[config.mk]
export PLATFORM = sky130hd
export DESIGN_NAME = quadrature_hall_emulator_module
export DESIGN_NICKNAME = d
export VERILOG_FILES = /design/src/rtl/quadrature_hall_emulator_module.sv
export SDC_FILE = /design/constraint.sdc
export NUM_CORES = 1
export LEC_CHECK = 0
export CAP_MARGIN = 20
export CORE_AREA = 4 4 115 117
export DETAILED_ROUTE_END_ITERATION = 16
export DIE_AREA = 0 0 119 121
export DONT_BUFFER_PORTS = 1
export PLACE_DENSITY = 0.64
export SLEW_MARGIN = 10
export SYNTH_ARGS = -nofsm -noshare
export SYNTH_HDL_FRONTEND = slang
export SYNTH_SLANG_ARGS = --single-unit
[constraint.sdc]
create_clock -name sys_clk -period 3.9 [get_ports sys_clk]
set_input_delay 0.78 -clock sys_clk [delete_from_list [all_inputs] [get_ports sys_clk]]
set_output_delay 0.78 -clock sys_clk [all_outputs]
set_load 0.02 [all_outputs]
[src/rtl/quadrature_hall_emulator_module.sv]
// -----------------------------------------------------------------------------
// quadrature_hall_emulator_module
//
// Emulates a HEDS-9040 quadrature encoder plus the three Hall sensors of a PMSM
// rotor that turns at a commanded step period and direction. Quadrature and
// Hall outputs are both derived from one shared mechanical step, so they stay
// phase-locked across wrap-around and direction reversal.
//
// Hall sectors are tracked with an exact rational accumulator: each step adds
// (or removes) K = 6*POLE_PAIRS to a counter modulo 4*LINES_PER_REV, and every
// overflow (underflow) advances (retreats) the Hall sector by one. This yields
// exactly 6*POLE_PAIRS sectors per revolution without drift.
//
// Optional feature macro: QUAD_INDEX_EN
//   When defined, adds heds_9040_ch_i_out, high only while the position is 0.
//
// Ports:
//   sys_clk              in   system clock, rising edge
//   reset                in   asynchronous active-high reset
//   enable_in            in   1 = run, 0 = freeze timer/position/outputs
//   cmd_valid_in         in   new period/direction command offered
//   cmd_ready_out        out  command can be accepted (no command pending)
//   cmd_period_in        in   sys_clk cycles per quadrature state, 0 = stop
//   cmd_direction_in     in   0 = forward, 1 = reverse
//   heds_9040_ch_a_out   out  quadrature channel A
//   heds_9040_ch_b_out   out  quadrature channel B
//   hall_u_out/v/w       out  Hall sensor signals
//   mech_position_out    out  quadrature state count 0 .. 4*LINES_PER_REV-1
//   step_out             out  one-cycle pulse in the cycle the outputs changed
//   heds_9040_ch_i_out   out  index channel (only with QUAD_INDEX_EN)
// -----------------------------------------------------------------------------
module quadrature_hall_emulator_module #(
    parameter int LINES_PER_REV = 2048,
    parameter int POLE_PAIRS    = 7,
    parameter int PERIOD_WIDTH  = 16
) (
    input  logic                                   sys_clk,
    input  logic                                   reset,
    input  logic                                   enable_in,
    input  logic                                   cmd_valid_in,
    output logic                                   cmd_ready_out,
    input  logic [PERIOD_WIDTH-1:0]                cmd_period_in,
    input  logic                                   cmd_direction_in,
    output logic                                   heds_9040_ch_a_out,
    output logic                                   heds_9040_ch_b_out,
    output logic                                   hall_u_out,
    output logic                                   hall_v_out,
    output logic                                   hall_w_out,
    output logic [$clog2(4*LINES_PER_REV)-1:0]     mech_position_out,
    output logic                                   step_out
`ifdef QUAD_INDEX_EN
    ,
    output logic                                   heds_9040_ch_i_out
`endif
);

    localparam int                   STATES     = 4 * LINES_PER_REV;
    localparam int                   POS_W      = $clog2(STATES);
    localparam logic [POS_W-1:0]     POS_MAX    = POS_W'(STATES - 1);
    localparam logic [POS_W-1:0]     POS_ONE    = POS_W'(1);
    localparam logic [POS_W-1:0]     HALL_K     = POS_W'(6 * POLE_PAIRS);
    localparam logic [POS_W:0]       STATES_EXT = (POS_W + 1)'(STATES);
    localparam logic [PERIOD_WIDTH-1:0] PERIOD_ONE = PERIOD_WIDTH'(1);

    // Quadrature phase to {a,b}; forward order is 10 -> 11 -> 01 -> 00.
    function automatic logic [1:0] quad_encode(input logic [1:0] phase);
        logic [1:0] ab;
        case (phase)
            2'd0:    ab = 2'b10;
            2'd1:    ab = 2'b11;
            2'd2:    ab = 2'b01;
            2'd3:    ab = 2'b00;
            default: ab = 2'b10;
        endcase
        return ab;
    endfunction

    // Hall sector to {u,v,w}.
    function automatic logic [2:0] hall_encode(input logic [2:0] sector);
        logic [2:0] uvw;
        case (sector)
            3'd0:    uvw = 3'b101;
            3'd1:    uvw = 3'b100;
            3'd2:    uvw = 3'b110;
            3'd3:    uvw = 3'b010;
            3'd4:    uvw = 3'b011;
            3'd5:    uvw = 3'b001;
            default: uvw = 3'b101;
        endcase
        return uvw;
    endfunction

    // Sector + 1 modulo 6; out-of-range codes recover to sector 0.
    function automatic logic [2:0] sector_inc(input logic [2:0] sector);
        logic [2:0] nxt;
        case (sector)
            3'd0:    nxt = 3'd1;
            3'd1:    nxt = 3'd2;
            3'd2:    nxt = 3'd3;
            3'd3:    nxt = 3'd4;
            3'd4:    nxt = 3'd5;
            3'd5:    nxt = 3'd0;
            default: nxt = 3'd0;
        endcase
        return nxt;
    endfunction

    // Sector - 1 modulo 6; out-of-range codes recover to sector 0.
    function automatic logic [2:0] sector_dec(input logic [2:0] sector);
        logic [2:0] nxt;
        case (sector)
            3'd0:    nxt = 3'd5;
            3'd1:    nxt = 3'd0;
            3'd2:    nxt = 3'd1;
            3'd3:    nxt = 3'd2;
            3'd4:    nxt = 3'd3;
            3'd5:    nxt = 3'd4;
            default: nxt = 3'd0;
        endcase
        return nxt;
    endfunction

    // Command / timing state
    logic [PERIOD_WIDTH-1:0] act_period_q,  act_period_d;
    logic                    act_dir_q,     act_dir_d;
    logic [PERIOD_WIDTH-1:0] pend_period_q, pend_period_d;
    logic                    pend_dir_q,    pend_dir_d;
    logic                    pend_q,        pend_d;
    logic [PERIOD_WIDTH-1:0] timer_q,       timer_d;

    // Rotor state
    logic [POS_W-1:0]        pos_q,    pos_d;
    logic [1:0]              quad_q,   quad_d;
    logic [POS_W-1:0]        acc_q,    acc_d;
    logic [2:0]              sector_q, sector_d;
    logic [POS_W:0]          acc_sum_s;

    // Registered outputs
    logic [1:0]              ab_q;
    logic [2:0]              hall_q;
    logic                    step_q;
    logic                    ready_q;

    logic                    accept_s;
    logic                    running_s;
    logic                    step_fire_s;
    logic                    apply_s;

    // Step timer, command acceptance and command apply decisions
    always_comb begin
        accept_s      = cmd_valid_in && !pend_q;
        running_s     = enable_in && (act_period_q != '0);
        step_fire_s   = 1'b0;
        apply_s       = 1'b0;
        timer_d       = timer_q;
        act_period_d  = act_period_q;
        act_dir_d     = act_dir_q;
        pend_d        = pend_q;
        pend_period_d = pend_period_q;
        pend_dir_d    = pend_dir_q;

        if (running_s) begin
            if (timer_q == PERIOD_ONE) begin
                step_fire_s = 1'b1;
                timer_d     = act_period_q;
            end else if (timer_q == '0) begin
                // Unreachable while running; recover by restarting the interval.
                timer_d = act_period_q;
            end else begin
                timer_d = timer_q - PERIOD_ONE;
            end
        end else begin
            timer_d = timer_q;
        end

        // A pending command waits for the step boundary unless nothing is
        // stepping (stopped or frozen), in which case it applies at once.
        apply_s = pend_q && (step_fire_s || (act_period_q == '0) || !enable_in);

        if (apply_s) begin
            act_period_d = pend_period_q;
            act_dir_d    = pend_dir_q;
            timer_d      = pend_period_q;
            pend_d       = 1'b0;
        end else begin
            act_period_d = act_period_q;
            act_dir_d    = act_dir_q;
        end

        // accept and apply are exclusive: accept needs pend_q low, apply high.
        if (accept_s) begin
            pend_d        = 1'b1;
            pend_period_d = cmd_period_in;
            pend_dir_d    = cmd_direction_in;
        end else begin
            pend_period_d = pend_period_q;
            pend_dir_d    = pend_dir_q;
        end
    end

    // Advance position, quadrature phase and Hall accumulator on a step
    always_comb begin
        pos_d     = pos_q;
        quad_d    = quad_q;
        acc_d     = acc_q;
        sector_d  = sector_q;
        acc_sum_s = '0;

        if (step_fire_s) begin
            // The step that closes an interval always uses the old direction;
            // a new direction only governs steps after the apply edge.
            if (!act_dir_q) begin
                pos_d     = (pos_q == POS_MAX) ? '0 : (pos_q + POS_ONE);
                quad_d    = quad_q + 2'd1;
                acc_sum_s = {1'b0, acc_q} + {1'b0, HALL_K};
                if (acc_sum_s >= STATES_EXT) begin
                    acc_sum_s = acc_sum_s - STATES_EXT;
                    sector_d  = sector_inc(sector_q);
                end else begin
                    sector_d  = sector_q;
                end
                acc_d = acc_sum_s[POS_W-1:0];
            end else begin
                pos_d  = (pos_q == '0) ? POS_MAX : (pos_q - POS_ONE);
                quad_d = quad_q - 2'd1;
                if (acc_q < HALL_K) begin
                    acc_sum_s = {1'b0, acc_q} + STATES_EXT - {1'b0, HALL_K};
                    sector_d  = sector_dec(sector_q);
                end else begin
                    acc_sum_s = {1'b0, acc_q} - {1'b0, HALL_K};
                    sector_d  = sector_q;
                end
                acc_d = acc_sum_s[POS_W-1:0];
            end
        end else begin
            pos_d = pos_q;
        end
    end

    // Command and timer registers
    always_ff @(posedge sys_clk or posedge reset) begin
        if (reset) begin
            act_period_q  <= '0;
            act_dir_q     <= 1'b0;
            pend_period_q <= '0;
            pend_dir_q    <= 1'b0;
            pend_q        <= 1'b0;
            timer_q       <= '0;
        end else begin
            act_period_q  <= act_period_d;
            act_dir_q     <= act_dir_d;
            pend_period_q <= pend_period_d;
            pend_dir_q    <= pend_dir_d;
            pend_q        <= pend_d;
            timer_q       <= timer_d;
        end
    end

    // Rotor state registers
    always_ff @(posedge sys_clk or posedge reset) begin
        if (reset) begin
            pos_q    <= '0;
            quad_q   <= 2'd0;
            acc_q    <= '0;
            sector_q <= 3'd0;
        end else begin
            pos_q    <= pos_d;
            quad_q   <= quad_d;
            acc_q    <= acc_d;
            sector_q <= sector_d;
        end
    end

    // Output registers, decoded from next state so they change with it
    always_ff @(posedge sys_clk or posedge reset) begin
        if (reset) begin
            ab_q    <= 2'b10;
            hall_q  <= 3'b101;
            step_q  <= 1'b0;
            ready_q <= 1'b1;
        end else begin
            ab_q    <= quad_encode(quad_d);
            hall_q  <= hall_encode(sector_d);
            step_q  <= step_fire_s;
            ready_q <= !pend_d;
        end
    end

    assign heds_9040_ch_a_out = ab_q[1];
    assign heds_9040_ch_b_out = ab_q[0];
    assign hall_u_out         = hall_q[2];
    assign hall_v_out         = hall_q[1];
    assign hall_w_out         = hall_q[0];
    assign mech_position_out  = pos_q;
    assign step_out           = step_q;
    assign cmd_ready_out      = ready_q;

`ifdef QUAD_INDEX_EN
    logic index_q;

    // Index pulse register: high exactly while the position is 0
    always_ff @(posedge sys_clk or posedge reset) begin
        if (reset) begin
            index_q <= 1'b1;
        end else begin
            index_q <= (pos_d == '0);
        end
    end

    assign heds_9040_ch_i_out = index_q;
`else
    // Index channel not built.
`endif

endmodule

======== Yosys cells after proc, flatten, opt, wreduce, memory -nomap -nowiden ========
Cells that the tools add are included.
operators by class
  div/mod/pow operators ................... 0
  muxes and demuxes ....................... 24
  shifts and indexed selects .............. 0
  bitwise logic cells ..................... 0
  add/sub/neg operators ................... 10
  multiply operators ...................... 0
  order comparisons ....................... 2
  equal/unequal tests ..................... 15
  reductions and logical operators ........ 15
operators with widths
  kind                   count
  $mux 13                6
  $mux 16                4
  $pmux 3 s5             3
  $logic_not 16->1       2
  $add 13x1->13 const B  2
  $sub 13x1->13 const B  2
  $sub 13x6->13 const B  2
  $eq 16x1->1 const B    1
  $reduce_bool 16->1     1
  $sub 16x1->16 const B  1
  $add 13x6->14 const B  1
  $ge 14x14->1 const B   1
  $eq 13x13->1 const B   1
  $logic_not 13->1       1
  $lt 13x6->1 const B    1
  $eq 3x2->1 const B     4
  $eq 3x3->1 const B     4
  $mux 3                 4
  $pmux 2 s4             1
  $eq 3x1->1 const B     2
  $eq 2x2->1 const B     2
  $mux 1                 4
  $mux 2                 2
  $logic_and 1x1->1      3
  other kinds (8)        11
storage, ports and cells
  output and inout bits ................... 20
  flip-flop bits (word level) ............. 89
  bits in read-only memories .............. 0
  memories kept ........................... 0
  latch bits .............................. 0
  RAM bits ................................ 0

======== Longest topological paths before layout ========
Gate-level depths: netlist of run 1.
  depth after elaboration ................. 9
  mapped depth ............................ 11
  gate-level depth less buffers ........... 9

======== Worst setup path before layout of run 1 ========
No wires, ideal clock.
  path type ............................... flip-flop to flip-flop
  start ................................... reg timer_q[3]
  end ..................................... reg ab_q[1]
  arrival ................................. 2535 ps
  setup time .............................. 84 ps
  buffers on the path ..................... 2
  stages on the path, launching flop included .. 12
  period minus slack after synthesis ...... 2619 ps
  path slack .............................. 1281 ps
  cell sequence ........................... dfrtp_1 > buf_6 > or4_4 > nor2_1 > and4_1 > nand2_2 > inv_2 > buf_2 > xor2_1 > inv_1 > ha_1 > or2_2
on the way
  longest elaborated chain between the ends .. 6
  elaborated cells between the ends (all ways) .. 9
  classes of those cells .................. 4 x eq/ne; 4 x mux; 1 x reduce/logical
ends and longest elaborated chain
  element                                   line  RTL
  start, declared                           129   logic [PERIOD_WIDTH-1:0] timer_q, timer_d;
  start signal, assigned                    255   timer_q <= timer_d;
  $eq 16x1->1 (*)                           163   if (timer_q == PERIOD_ONE) begin
  $mux 1 (*)                                163
  $mux 1 (*)                                162   if (running_s) begin
  $mux 2 (*)                                209   if (step_fire_s) begin
  via quad_d[0]                             133   logic [1:0] quad_q, quad_d;
  $eq 2x2->1, or another cell as far along  68    case (phase)
  $pmux 2 s4 (*)                            68
  end signal, assigned                      282   ab_q <= quad_encode(quad_d);
  end, declared                             139   logic [1:0] ab_q;
Mark *: on every way through the listed nets, which the timed path passes. The rest lies on a longest branch.
A chain may end at the register's enable or synchronous reset.

======== Final worst setup path of run 1 ========
  start ................................... reg timer_q[8]
  end ..................................... reg ab_q[1]
The elaborated chain is that of the path after synthesis.

==> flow_results.org, run 1 <==
** Run status
- Status :: finished clean

** STA
- Crit path time final :: 3.10 ns
- Final number of hold-violating endpoints :: 0
- Summed over all failing endpoints, the final setup total negative slack is 0 ns.
- For the pin with the worst max-slew slack, the measured transition is 1.02 ns.
- The worst pin sits at a relative slew slack of 32.3%.
- Worst clock skew :: 0.00932 ns
- Count of pins over their slew limit :: 0
- Unrepaired setup endpoints after global routing :: false
- In the finished design, the share of the clock period the worst path needs comes to 79.4%.
- Setup violations remaining at the end of the flow were counted as 0.
- Timing would allow up to 323 MHz.

** Detailed routing
- Detail-routed via count per cell :: 5.43
- DRC violation count after routing :: 0
- In this run the remaining antenna-violating nets after routing total 0.
- Count of TritonRoute iterations in the first routing pass :: 5
- Via count :: 3774
- For this block, the initial DRC count from the detailed router was 202.
- The final layout contains routed wiring with a total length of 10.8 mm.
- After detailed routing, the average wire length per cell comes to 15.6 µm.

** Power and ir drop
- Combinational cells account for 28.5% of the total power.
- In this run switching power makes up 36.6% of total power.
- In this run the power density over the cells is 599 nW/µm².
- For this design the static power due to leakage is 2.30 nW.
- IR analysis of the VDD net gives a maximum drop of 0.218 mV.
- Fraction of power consumed by the clock network :: 25.5%
- Net switching component of the power :: 1.14 mW
- Total internal power :: 1.98 mW
- The share of total power dissipated in sequential elements is 46.1%.

** Global route
- Via count of the first global-routing pass :: 3649
- Entering global routing, the biggest net connects 44 pins.
- Initial antenna violation count :: 0
- Global-route wire length before repair :: 18.3 mm
- Aggregate global routing overflow :: 0
- Across every metal layer, demand over resource in global routing totals 15.6%.

** Yosys
- Fraction of the yosys area taken by sequential cells :: 46.0%
- The synthesized netlist contains 59 unique library cells.
- Most repeated cell in the gate-level netlist after synthesis :: sky130_fd_sc_hd__nand2_1
- Each instance of the synthesized netlist takes up on average 9.07 µm².
- Number of warning messages in the yosys log :: 0
- The cell area that synthesis handed to floorplanning was 4800 µm².
- The commonest cells after synthesis are 108 x sky130_fd_sc_hd__nand2_1, 84 x sky130_fd_sc_hd__dfrtp_1, 38 x sky130_fd_sc_hd__nor2_1.
- Total nets after synthesis :: 558
- Async set or reset register ratio after synthesis :: 100%
- Synth Register Bits :: 88
- After technology mapping, the gate count stands at 529.
- Leading area contributor after synthesis :: sky130_fd_sc_hd__dfrtp_1
- Predominant post-synthesis flop cell :: sky130_fd_sc_hd__dfrtp_1
- The top cell type by area accounts for 43.8% of the synthesized area.
- Yosys attributes the largest share of cell area to sky130_fd_sc_hd__dfrtp_1 44%, sky130_fd_sc_hd__nand2_1 8.4%, sky130_fd_sc_hd__mux2_2 4.0%.
- EDFF count, synth :: 0

** Worst setup path
- Largest stage delay, worst path :: 0.52 ns
- STA classifies the critical path endpoint as a flop.
- STA puts the critical path data required time at 4.17 ns.
- The critical path is of the reg2reg type.
- Of all nets on the critical path, the largest fanout is 28.
- Highest-delay cell along the critical path :: sky130_fd_sc_hd__nor4_1
- Walking the worst path, the cells encountered are nor4_1 > and2_1 > and4_1 > nand2_2 > inv_2 > xor2_1 > inv_1 > ha_1 > or2_2.
- STA classifies the critical path startpoint as a flop.
- Data arrives at the worst endpoint at 3.36 ns.

** CTS
- For the worst-skew pair, the clock arrives at the later sink with an insertion delay of 0.34 ns.
- The cell sitting at the root of the clock tree is a sky130_fd_sc_hd__clkbuf_16.
- Number of buffers added by the clock tree synthesis step :: 9
- TritonCTS built the clock tree.
- The clock drives 88 sinks.
- Post-CTS repair changed the size of 0 cells.
- Deepest level of the CTS H-tree :: 3
- Clock-pin slew was measured on the worst setup and hold paths at 0.07 ns.
- Buffer depth of the longest clock path :: 2
- Hold buffers post-CTS :: 0
- In this run the post-CTS setup repair buffer count came out at 0.

** Layout
- Net count of the finished layout :: 547
- 0 antenna diodes ended up in the layout.
- Of the cells placed in the final design, the portion with a size suffix greater than 1 is 9.37%.
- Relative to the synthesized area, the layout overhead comes to 8.50%.
- After filler insertion, the fill cell instance count of the layout stands at 1174.
- After routing the design area is 5210 µm².

** Hold path
- The worst hold path belongs to the class in2async.

** Placed design
- Once detailed placement completed, the half-perimeter wirelength came to 7.78 mm.
- After detailed placement, the total cell area comes to 4940 µm².
- At the end of routability-driven placement, the weighted congestion stood at 0.894.
- Port Buffers :: 0

** Floorplanning
- Measured along the x axis, the die boundary spans 119 µm.
- Core ar. :: 12400 µm²
- I/O pins :: 41
- For this configuration, the core starts out at a cell density of 38.8%.
- The floorplan step defined a die boundary enclosing 14400 µm².
- The floorplan has 41 rows.
- Die Y-Extent :: 121 µm

** Job
- The tool flagged a number of max-cap violations equal to 0.
==> worst paths after layout <==
check / slack (ns) / depth (start not counted) / from / endpoint
max in group asynchronous: 2.66 / 2 / reset / pend_period_q[15]$_DFFE_PP0P_
hold / removal: 0.43 / 1 / reset / mech_position_out[1]$_DFFE_PP0P_
hold reg to reg: 0.48 / 2 / pend_dir_q$_DFFE_PP0P_ / act_dir_q$_DFFE_PP0P_
min in group sys_clk: 0.48 / 2 / pend_dir_q$_DFFE_PP0P_ / act_dir_q$_DFFE_PP0P_
setup reg to reg: 0.80 / 9 / timer_q[8]$_DFFE_PP0P_ / ab_q[1]$_DFF_PP1_
setup / recovery: 0.80 / 9 / timer_q[8]$_DFFE_PP0P_ / ab_q[1]$_DFF_PP1_
==> layout make-up <==
class / instances / area, µm² / share of cell area, %
clock buffers: 11 / 233 / 4.47
clock inverters: 5 / 35.0 / 0.673
inverters: 19 / 72.6 / 1.39
multi-input cells: 395 / 2410 / 46.2
flip-flops and latches: 88 / 2210 / 42.4
well taps: 172 / 215 / 4.13
repair buffers: 5 / 37.5 / 0.721
==> state kept, by name (all words and copies together), names as in the netlist, 3 cells and up <==
register and count:
sector_q 3, pend_period_q 16, mech_position_out 13, hall_q 3, act_period_q 16, timer_q 16, acc_q 12
==> cell usage in the layout, fill, tap and decap left out, types with 5 or more instances in the layout <==
master	synthesis	final
sky130_fd_sc_hd__dfrtp_1	84	84
sky130_fd_sc_hd__ha_1	8	8
sky130_fd_sc_hd__o21ai_0	28	28
sky130_fd_sc_hd__nor4_1	9	9
sky130_fd_sc_hd__a31oi_1	5	5
sky130_fd_sc_hd__nor2_1	38	38
sky130_fd_sc_hd__xnor2_1	21	21
sky130_fd_sc_hd__or4_1	5	5
sky130_fd_sc_hd__o211ai_1	16	16
sky130_fd_sc_hd__xor2_1	18	18
sky130_fd_sc_hd__a21oi_1	11	11
sky130_fd_sc_hd__nand2_1	108	108
sky130_fd_sc_hd__nand3_1	22	22
sky130_fd_sc_hd__buf_4	0	5
sky130_fd_sc_hd__inv_1	18	17
sky130_fd_sc_hd__nor3_1	9	9
sky130_fd_sc_hd__and3_1	5	5
sky130_fd_sc_hd__mux2_2	17	17
sky130_fd_sc_hd__clkbuf_16	0	9
==> power by group through the flow <==
stage	registers (mW)	logic [mW]	clock network [mW]
after floorplan	1.35	0.761	0
after global placement	1.43	0.869	0
after detailed placement	1.45	0.882	0
after CTS	1.44	0.887	0.814
after global routing	1.47	1.01	0.855
final	1.44	0.887	0.795
==> worst max-delay path, delay by kind of cell (launching register included) <==
| family | cells | cell delay, ns |
|---|---|---|
| XOR/XNOR | 1 | 0.28 |
| flip-flops | 1 | 0.44 |
| AND/OR/NAND/NOR | 5 | 1.60 |
| adder cells (fa/ha/maj) | 1 | 0.18 |
| buffers and inverters | 2 | 0.50 |
==> layer usage <==
| metal | global-route usage (%) | up-vias | part of all wire (%) |
|---|---|---|---|
| li1 | - | 1828 | - |
| met1 | 19.6 | 1831 | 43 |
| met2 | 25.9 | 99 | 50 |
| met3 | 3.45 | 16 | 5.4 |
| met4 | 6.44 | 0 | 1.8 |
| met5 | 0 | - | 0 |
==> kinds of logic after synthesis <==
kind of cell / Yosys count / synth area share, %
simple gates: 231 / 22.7
compound gates: 97 / 13.7
flops: 88 / 46.0
buf+inv: 46 / 3.86
xor+xnor: 39 / 7.12
mux: 20 / 4.61
fa+ha+maj: 8 / 2.09
==> per-stage QoR <==
| stage | worst slack [ns] | hold slack [ns] | utilization [%] | cells | power, mW |
|---|---|---|---|---|---|
| after floorplan | 0.848 | 0.446 | - | 529 | 2.12 |
| after global placement | 0.922 | 0.471 | 40.0 | 679 | 2.30 |
| after detailed placement | 0.816 | 0.480 | 40.0 | 679 | 2.33 |
| after CTS | 0.791 | 0.460 | 42.1 | 695 | 3.14 |
| after global routing | 0.513 | 0.489 | 42.1 | 695 | 3.33 |
| final | 0.802 | 0.432 | 42.1 | 695 | 3.12 |
(Power assumes the default switching activity.)
==> run 2: changes to the inputs <==
Settings changed: ABC_AREA set to 1, CORE_AREA 4 4 115 117 to 4 4 120 122, DIE_AREA 0 0 119 121 to 0 0 124 126, PLACE_DENSITY 0.64 to 0.66.
Clock period 3.9 ns to 2.8 ns, I/O delays scaled along.
==> flow_results.org, run 2 <==
** Run status
- The run finished with clean final reports.

** STA
- Slew of the pin with the lowest slew margin :: 0.824 ns
- Unrepaired setup endpoints after global routing :: false
- Count of pins over their slew limit :: 0
- Timing would allow up to 453 MHz.
- In the finished design, the share of the clock period the worst path needs comes to 78.8%.
- The number of endpoints with negative hold slack in the final report came to 0.
- Clock skew on the completed layout was measured at 0.00749 ns.
- The worst path needs 2.21 ns of the cycle, external delays included.
- Setup violations remaining at the end of the flow were counted as 0.
- Measured against its own limit, the worst slew margin works out to 44.9%.
- Sum Neg Setup Slack :: 0 ns

** Yosys
- The commonest cells after synthesis are 177 x sky130_fd_sc_hd__nand2_1, 84 x sky130_fd_sc_hd__dfrtp_1, 79 x sky130_fd_sc_hd__inv_1.
- Yosys mapped the design onto 36 distinct sky130hd cell types.
- Async set or reset register ratio after synthesis :: 100%
- Summed over all instances, the cell type with the most area after synthesis is sky130_fd_sc_hd__dfrtp_1.
- Counting every net in the synthesized netlist gives 723.
- Number of warning messages in the yosys log :: 0
- Of the post-synthesis cell area, the dominant cell type holds 40.0%.
- Yosys instantiated no cell more often than sky130_fd_sc_hd__nand2_1.
- Of the synthesized area, sequential elements account for 42.0%.
- Counting flops with a built-in enable in the synthesized netlist gives 0.
- Mapped cell area :: 5260 µm²
- Synth Register Bits :: 88
- A synthesized cell averages 7.57 µm².
- Cell count after synthesis :: 694
- Leading cell types by total area after synthesis :: sky130_fd_sc_hd__dfrtp_1 40%, sky130_fd_sc_hd__nand2_1 13%, sky130_fd_sc_hd__inv_1 5.6%
- Predominant post-synthesis flop cell :: sky130_fd_sc_hd__dfrtp_1

** Detailed routing
- Final Routed Wirelength :: 11.9 mm
- Count of TritonRoute iterations in the first routing pass :: 4
- Once detail routing completed, the nets flagged for antenna violations numbered 0.
- After detailed routing, the number of remaining DRC violations is 0.
- Summing over every cut layer, the via total after detailed routing is 4384.
- Count of routing violations after the opening detailed-route iteration :: 391
- Detail-routed via count per cell :: 5.02
- Routed wire per std cell :: 13.6 µm

** Global route
- Met3 GRT Util :: 4.57%
- Via count of the first global-routing pass :: 4244
- Global-route wire length before repair :: 20.3 mm
- The initial antenna violation count came to 0.
- Entering global routing, the biggest net connects 39 pins.
- For this run, global-route usage on met1 was measured as 21.5%.
- Global routing finished with a remaining overflow of 0.
- For this run, global-route usage on met2 was measured as 25.7%.
- Grt peak-use layer :: met2
- In the global route stage, overall resource usage came out at 16.1%.

** Worst setup path
- The largest single stage delay on the critical path is 0.49 ns.
- Counting both buffers and inverters, the worst setup path holds a total of 3.
- The worst setup path is captured at a flop.
- Highest-delay cell along the critical path :: sky130_fd_sc_hd__dfrtp_1
- For the worst setup path, the data arrival time is 2.48 ns.
- Critical-path cell list :: inv_1 > ha_1 > inv_1 > nor2_1 > nand2_1 > nor2_1 > nand3_1 > inv_1 > o21ai_0 > a21oi_1
- On the critical path the largest part of the delay comes from simple AND/OR/NAND/NOR gates.
- The worst setup path is launched from a flop.
- Critical path class :: reg2reg
- Data required time at the worst endpoint :: 3.07 ns
- The most numerous cell type found on the critical path is sky130_fd_sc_hd__inv_1.
- Highest fanout seen on the critical path :: 5

** CTS
- Clock-pin slew was measured on the worst setup and hold paths at 0.06 ns.
- The number of clock buffers added by TritonCTS is 9.
- The cell sitting at the root of the clock tree is a sky130_fd_sc_hd__clkbuf_16.
- Clock latency on the worst-skew pair, taken at its later pin, is 0.35 ns.
- Resize count post-CTS :: 0
- Total number of clock tree sinks :: 88
- Hold buffers post-CTS :: 0
- No sink is reached through more buffers than the 2 on the longest clock path.
- Buffers added to address setup during post-CTS repair amount to 0.
- Deepest level of the CTS H-tree :: 3
- TritonCTS built the clock tree.

** Power and ir drop
- VDD sags by at most 0.623 mV.
- Standby leakage power :: 2.78 nW
- Total chip power :: 4.71 mW
- For this design the ratio of total power to cell area is 811 nW/µm².

** Layout
- The area growth from synthesis to layout is 10.4%.
- FF+latch area :: 2210 µm²
- The largest registers in the layout are act_period_q: 16 flops, pend_period_q: 16 flops, timer_q: 16 flops.
- Counting the fill cells in the layout gives 1322.
- Multi-input gate area in the final layout :: 2610 µm²
- Commonest non-fill, non-tap cell in the layout :: sky130_fd_sc_hd__nand2_1
- In the final design database the tool counted 721 nets.
- Most used cells in the layout excluding fill and tap cells :: 177 x sky130_fd_sc_hd__nand2_1, 84 x sky130_fd_sc_hd__dfrtp_1, 78 x sky130_fd_sc_hd__inv_1
- Fraction of final layout cells sized beyond drive strength 1 :: 12.8%
- 0 antenna diodes ended up in the layout.
- Post-route design area :: 5800 µm²

** Job
- Max-capacitance violation count :: 0

** Floorplanning
- Site row count :: 42
- Core ar. :: 13200 µm²
- Die area :: 15600 µm²
- Initial core utilization :: 39.9%
- The floorplan step set the die width to 124 µm.
- Die Y-Extent :: 126 µm
- I/O pins :: 41

** Placed design
- RePlAce Congestion :: 0.902
- HPWL after DPL :: 8.71 mm
- Once placement finished, the instance area stood at 5440 µm².
- Port Buffers :: 0

** Hold path
- The worst hold path belongs to the class in2async.
==> run 2: cell type report <==
class	count	share of cell area, %
Clock buffer	12	4.59
Clock inverter	4	1.70
Inverter	85	5.61
Multi-Input combinational cell	500	45.0
Sequential cell	88	38.1
Tap cell	176	3.80
Timing Repair Buffer	8	1.25
==> run 2: cells by family after synthesis <==
family	synth area share, %
buffers and inverters	8.36
multiplexers	3.21
AND/OR/NAND/NOR	30.0
XOR/XNOR	4.33
adder cells (fa/ha/maj)	1.90
flip-flops	42.0
AO/OA/AOI/OAI	10.2
==> run 2: worst reg2reg max path, stage by stage (launching register included) <==
cell                      delay (ns)
sky130_fd_sc_hd__dfrtp_1        0.49
sky130_fd_sc_hd__inv_1          0.16
sky130_fd_sc_hd__ha_1           0.18
sky130_fd_sc_hd__inv_1          0.04
sky130_fd_sc_hd__nor2_1         0.18
sky130_fd_sc_hd__nand2_1        0.16
sky130_fd_sc_hd__nor2_1         0.29
sky130_fd_sc_hd__nand3_1        0.18
sky130_fd_sc_hd__inv_1          0.16
sky130_fd_sc_hd__o21ai_0        0.11
sky130_fd_sc_hd__a21oi_1        0.17
==> run 2: final timing paths <==
check	start	end	slack, ns	cells past startpoint
max in group asynchronous	reset	ab_q[1]$_DFF_PP1_	1.98	2
hold / removal	reset	timer_q[15]$_DFFE_PP0P_	0.13	1
setup reg to reg	mech_position_out[0]$_DFFE_PP0P_	mech_position_out[9]$_DFFE_PP0P_	0.59	10
min in group sys_clk	cmd_period_in[0]	pend_period_q[0]$_DFFE_PP0P_	0.36	1
hold reg to reg	pend_period_q[12]$_DFFE_PP0P_	act_period_q[12]$_DFFE_PP0P_	0.49	2
setup / recovery	mech_position_out[0]$_DFFE_PP0P_	mech_position_out[9]$_DFFE_PP0P_	0.59	10
==> run 2: per-stage QoR <==
step	util (%)	hold slack, ns	worst slack [ns]	instances
final	44.0	0.129	0.594	873
after global placement	41.2	0.479	0.641	857
after CTS	44.0	0.134	0.586	873
after detailed placement	41.2	0.481	0.608	857
after global routing	44.0	0.153	0.344	873
after floorplan	-	0.453	0.822	694
==> run 2: power by group <==
| part | switching [mW] | internal (mW) | total [mW] |
|---|---|---|---|
| Sequential | 0.315 | 1.57 | 1.89 |
| Clock | 0.490 | 0.946 | 1.44 |
| Combinational | 0.879 | 0.504 | 1.38 |
| Total | 1.68 | 3.02 | 4.71 |
==> run 2: routing by layer <==
| metal | up-vias | share of wire, % |
|---|---|---|
| li1 | 2225 | - |
| met1 | 2063 | 47 |
| met2 | 86 | 47 |
| met3 | 10 | 5.4 |
| met4 | 0 | 0.82 |
| met5 | - | 0 |
==> run 3: changes to the inputs <==
Clock period 2.8 ns to 2 ns, I/O delays scaled along.
==> flow_results.org, run 3 (same netlist as run 2, synthesis figures left out) <==
** Floorplanning
- The floorplan has 42 rows.
- Measured along the y axis, the die boundary spans 126 µm.
- After floorplanning, the core was sized to cover 13200 µm².
- The initial utilization of the core area, before any placement, comes to 39.9%.
- I/O pins :: 41
- Die Width :: 124 µm
- Die area :: 15600 µm²

** Placed design
- Port Buffers :: 0
- Worst slack, placed :: -0.0220 ns
- The wire-length estimate of the detail-placed layout is 8.71 mm.
- Routability-driven placement finished with a final weighted congestion of 0.901.

** Power and ir drop
- Power per standard cell area :: 1080 nW/µm²
- For this design the static power due to leakage is 2.95 nW.
- Across the VDD grid, the largest voltage drop is 0.856 mV.

** CTS
- In this run the deepest clock path goes through 2 buffers.
- TritonCTS built the clock tree.
- Deepest level of the CTS H-tree :: 3
- After clock tree synthesis, the flow added hold-fix buffers numbering 0.
- In this run, CTS created clock tree buffers numbering 9.
- Clk slew on worst S/H paths :: 0.06 ns
- The tree built by TritonCTS fans out to 88 sinks.
- Clock root cell :: sky130_fd_sc_hd__clkbuf_16
- Clock latency on the worst-skew pair :: 0.35 ns

** Worst setup path
- For the worst setup path, the data required time is 2.28 ns.
- Largest stage delay, worst path :: 0.41 ns
- For the worst flop-to-flop path, the logic depth is 11.
- The signal on the critical path passes through nor2_2 > nand2_1 > nor2_1 > nand2_1 > nand2_4 > buf_4 > nor2_4 > nand2_1 > xor2_2 > ha_1 > or2_2.
- Element type at the critical path end :: flop
- Buf/Inv on CP :: 1
- On the critical path, the stage with the largest delay is an instance of sky130_fd_sc_hd__dfrtp_1.
- Most frequent cell on the critical path :: sky130_fd_sc_hd__nand2_1
- The worst register-to-register path begins at act_period_q[15]$_DFFE_PP0P_.
- Along the worst path, the maximum fanout reaches 4.
- The worst register-to-register path has a setup slack of 0.08 ns.
- Number of stages on the worst setup path :: 11
- Critical path class :: reg2reg
- The worst setup path is launched from a flop.
- The cell family contributing the most delay on the critical path is simple AND/OR/NAND/NOR gates.
- Signal arrival time at the worst endpoint :: 2.20 ns
- The worst register-to-register path ends at ab_q[1]$_DFF_PP1_.

** Hold path
- The worst hold path belongs to the class in2async.

** Detailed routing
- DRC violation count after routing :: 0
- After the first detailed-routing iteration, the DRC count stood at 326.
- Detail-routed via count per cell :: 4.96
- Number of nets with antenna violations after routing :: 0
- Routed wire per std cell :: 13.6 µm
- Final Routed Wirelength :: 12.3 mm
- Count of TritonRoute iterations in the first routing pass :: 4
- The routed layout has 4511 vias.

** Global route
- Maximum number of pins on one net before global-route repair :: 89
- The total overflow left after global routing is 0.
- Via count of the first global-routing pass :: 4313
- Initial antenna violation count :: 0
- Total routing usage reported by global routing :: 16.6%
- The first global-routing pass estimated 20.9 mm of wire.

** Layout
- For this run, the post-layout net count is 757.
- Synth-to-layout area growth :: 16.6%
- Fill cells in the final layout number 1324.
- In the layout the commonest cells are 176 x sky130_fd_sc_hd__nand2_1, 82 x sky130_fd_sc_hd__dfrtp_1, 77 x sky130_fd_sc_hd__inv_1.
- Commonest non-fill, non-tap cell in the layout :: sky130_fd_sc_hd__nand2_1
- Of the cells placed in the final design, the portion with a size suffix greater than 1 is 18.8%.
- In the final layout, the registers with the most flip-flops are act_period_q: 16 flops, pend_period_q: 16 flops, timer_q: 16 flops.
- The number of antenna diodes in the final layout is 0.

** STA
- The final number of max-transition violations is 0.
- Setup repair after global routing could not meet its margin everywhere.
- Slew of the pin with the lowest slew margin :: 0.483 ns
- Static timing analysis puts the maximum clock frequency at 521 MHz.
- The worst path needs 1.92 ns of the cycle, external delays included.
- Worst rel slew slack :: 67.8%
- Final number of hold-violating endpoints :: 0
- Worst hold margin :: 0.0494 ns
- Ratio of final minimum period to clock period :: 96.0%
- Across the routed clock network, the largest skew measured is 0.00441 ns.
- Final number of setup-violating endpoints :: 0
- Setup ws final :: 0.0801 ns

** Job
- Across the run, the number of max-cap violations was 0.

** Run status
- Status :: finished clean
==> run 3: cell count changes in the layout (fill, tap and decap cells not counted), moves of 2 or more <==
cell / change
sky130_fd_sc_hd__nor2_4: +2
sky130_fd_sc_hd__dfrtp_1: -2
sky130_fd_sc_hd__bufinv_16: -2
sky130_fd_sc_hd__buf_12: +3
sky130_fd_sc_hd__buf_4: +30
sky130_fd_sc_hd__nor2_2: +4
sky130_fd_sc_hd__buf_6: +2
sky130_fd_sc_hd__dfrtp_2: +2
sky130_fd_sc_hd__clkinv_2: +2
sky130_fd_sc_hd__clkbuf_8: -2
sky130_fd_sc_hd__nor2_1: -6
==> run 3: final cells by class <==
type	instances	area, µm²	area share [%]
Timing Repair Buffer	44	405	6.61
Tap cell	176	220	3.59
Multi-Input combinational cell	500	2670	43.6
Clock inverter	5	56.3	0.919
Sequential cell	88	2210	36.0
Inverter	85	325	5.31
Clock buffer	11	243	3.96
==> run 3: metrics by stage <==
step | area [µm²] | TNS, ns | total power [mW] | util (%) | instances
4_1_cts | 5970 | 0 | 6.54 | 45.3 | 901
5_1_grt | 6130 | -0.0715 | 7.11 | 46.5 | 909
2_1_floorplan | 5260 | 0 | 4.16 | - | 694
3_3_place_gp | 5670 | 0 | 4.76 | 43.0 | 885
6_report | 6130 | 0 | 6.60 | 46.5 | 909
3_5_place_dp | 5670 | -0.0350 | 4.80 | 43.0 | 885
==> run 3: worst max-delay path by stage <==
stage	slack [ns]	startpoint	end
4_1_cts	0.007	timer_q[1]$_DFFE_PP0P_	hall_q[1]$_DFF_PP0_
6_report	0.08	act_period_q[15]$_DFFE_PP0P_	ab_q[1]$_DFF_PP1_
3_3_place_gp	0.05	timer_q[1]$_DFFE_PP0P_	hall_q[2]$_DFF_PP1_
2_1_floorplan	0.02	timer_q[1]$_DFFE_PP0P_	ab_q[1]$_DFF_PP1_
5_1_grt	-0.04	timer_q[7]$_DFFE_PP0P_	ab_q[1]$_DFF_PP1_
3_5_place_dp	-0.02	timer_q[1]$_DFFE_PP0P_	hall_q[1]$_DFF_PP0_
==> run 3: layer usage <==
layer	track usage, %	up-vias	wire length, µm
met3	4.08	8	537
met2	26.9	82	5900
met4	4.32	0	102
li1	-	2302	-
met1	22.3	2119	5800
met5	0	-	0
==> run 3: power by group <==
group | switching (mW) | total (mW) | leakage [nW] | internal, mW
Combinational | 1.34 | 2.30 | 1.74 | 0.957
Sequential | 0.386 | 2.59 | 1.07 | 2.21
Clock | 0.707 | 1.71 | 0.145 | 1.00
==> run 3: timing repair <==
item / 4_1_cts / 5_1_grt
cloned: 0 / 1
buffers inserted: 0 / 7
setup endpoints to repair: 3 / 19
pin swaps: 0 / 4
gates resized for setup: 1 / 21
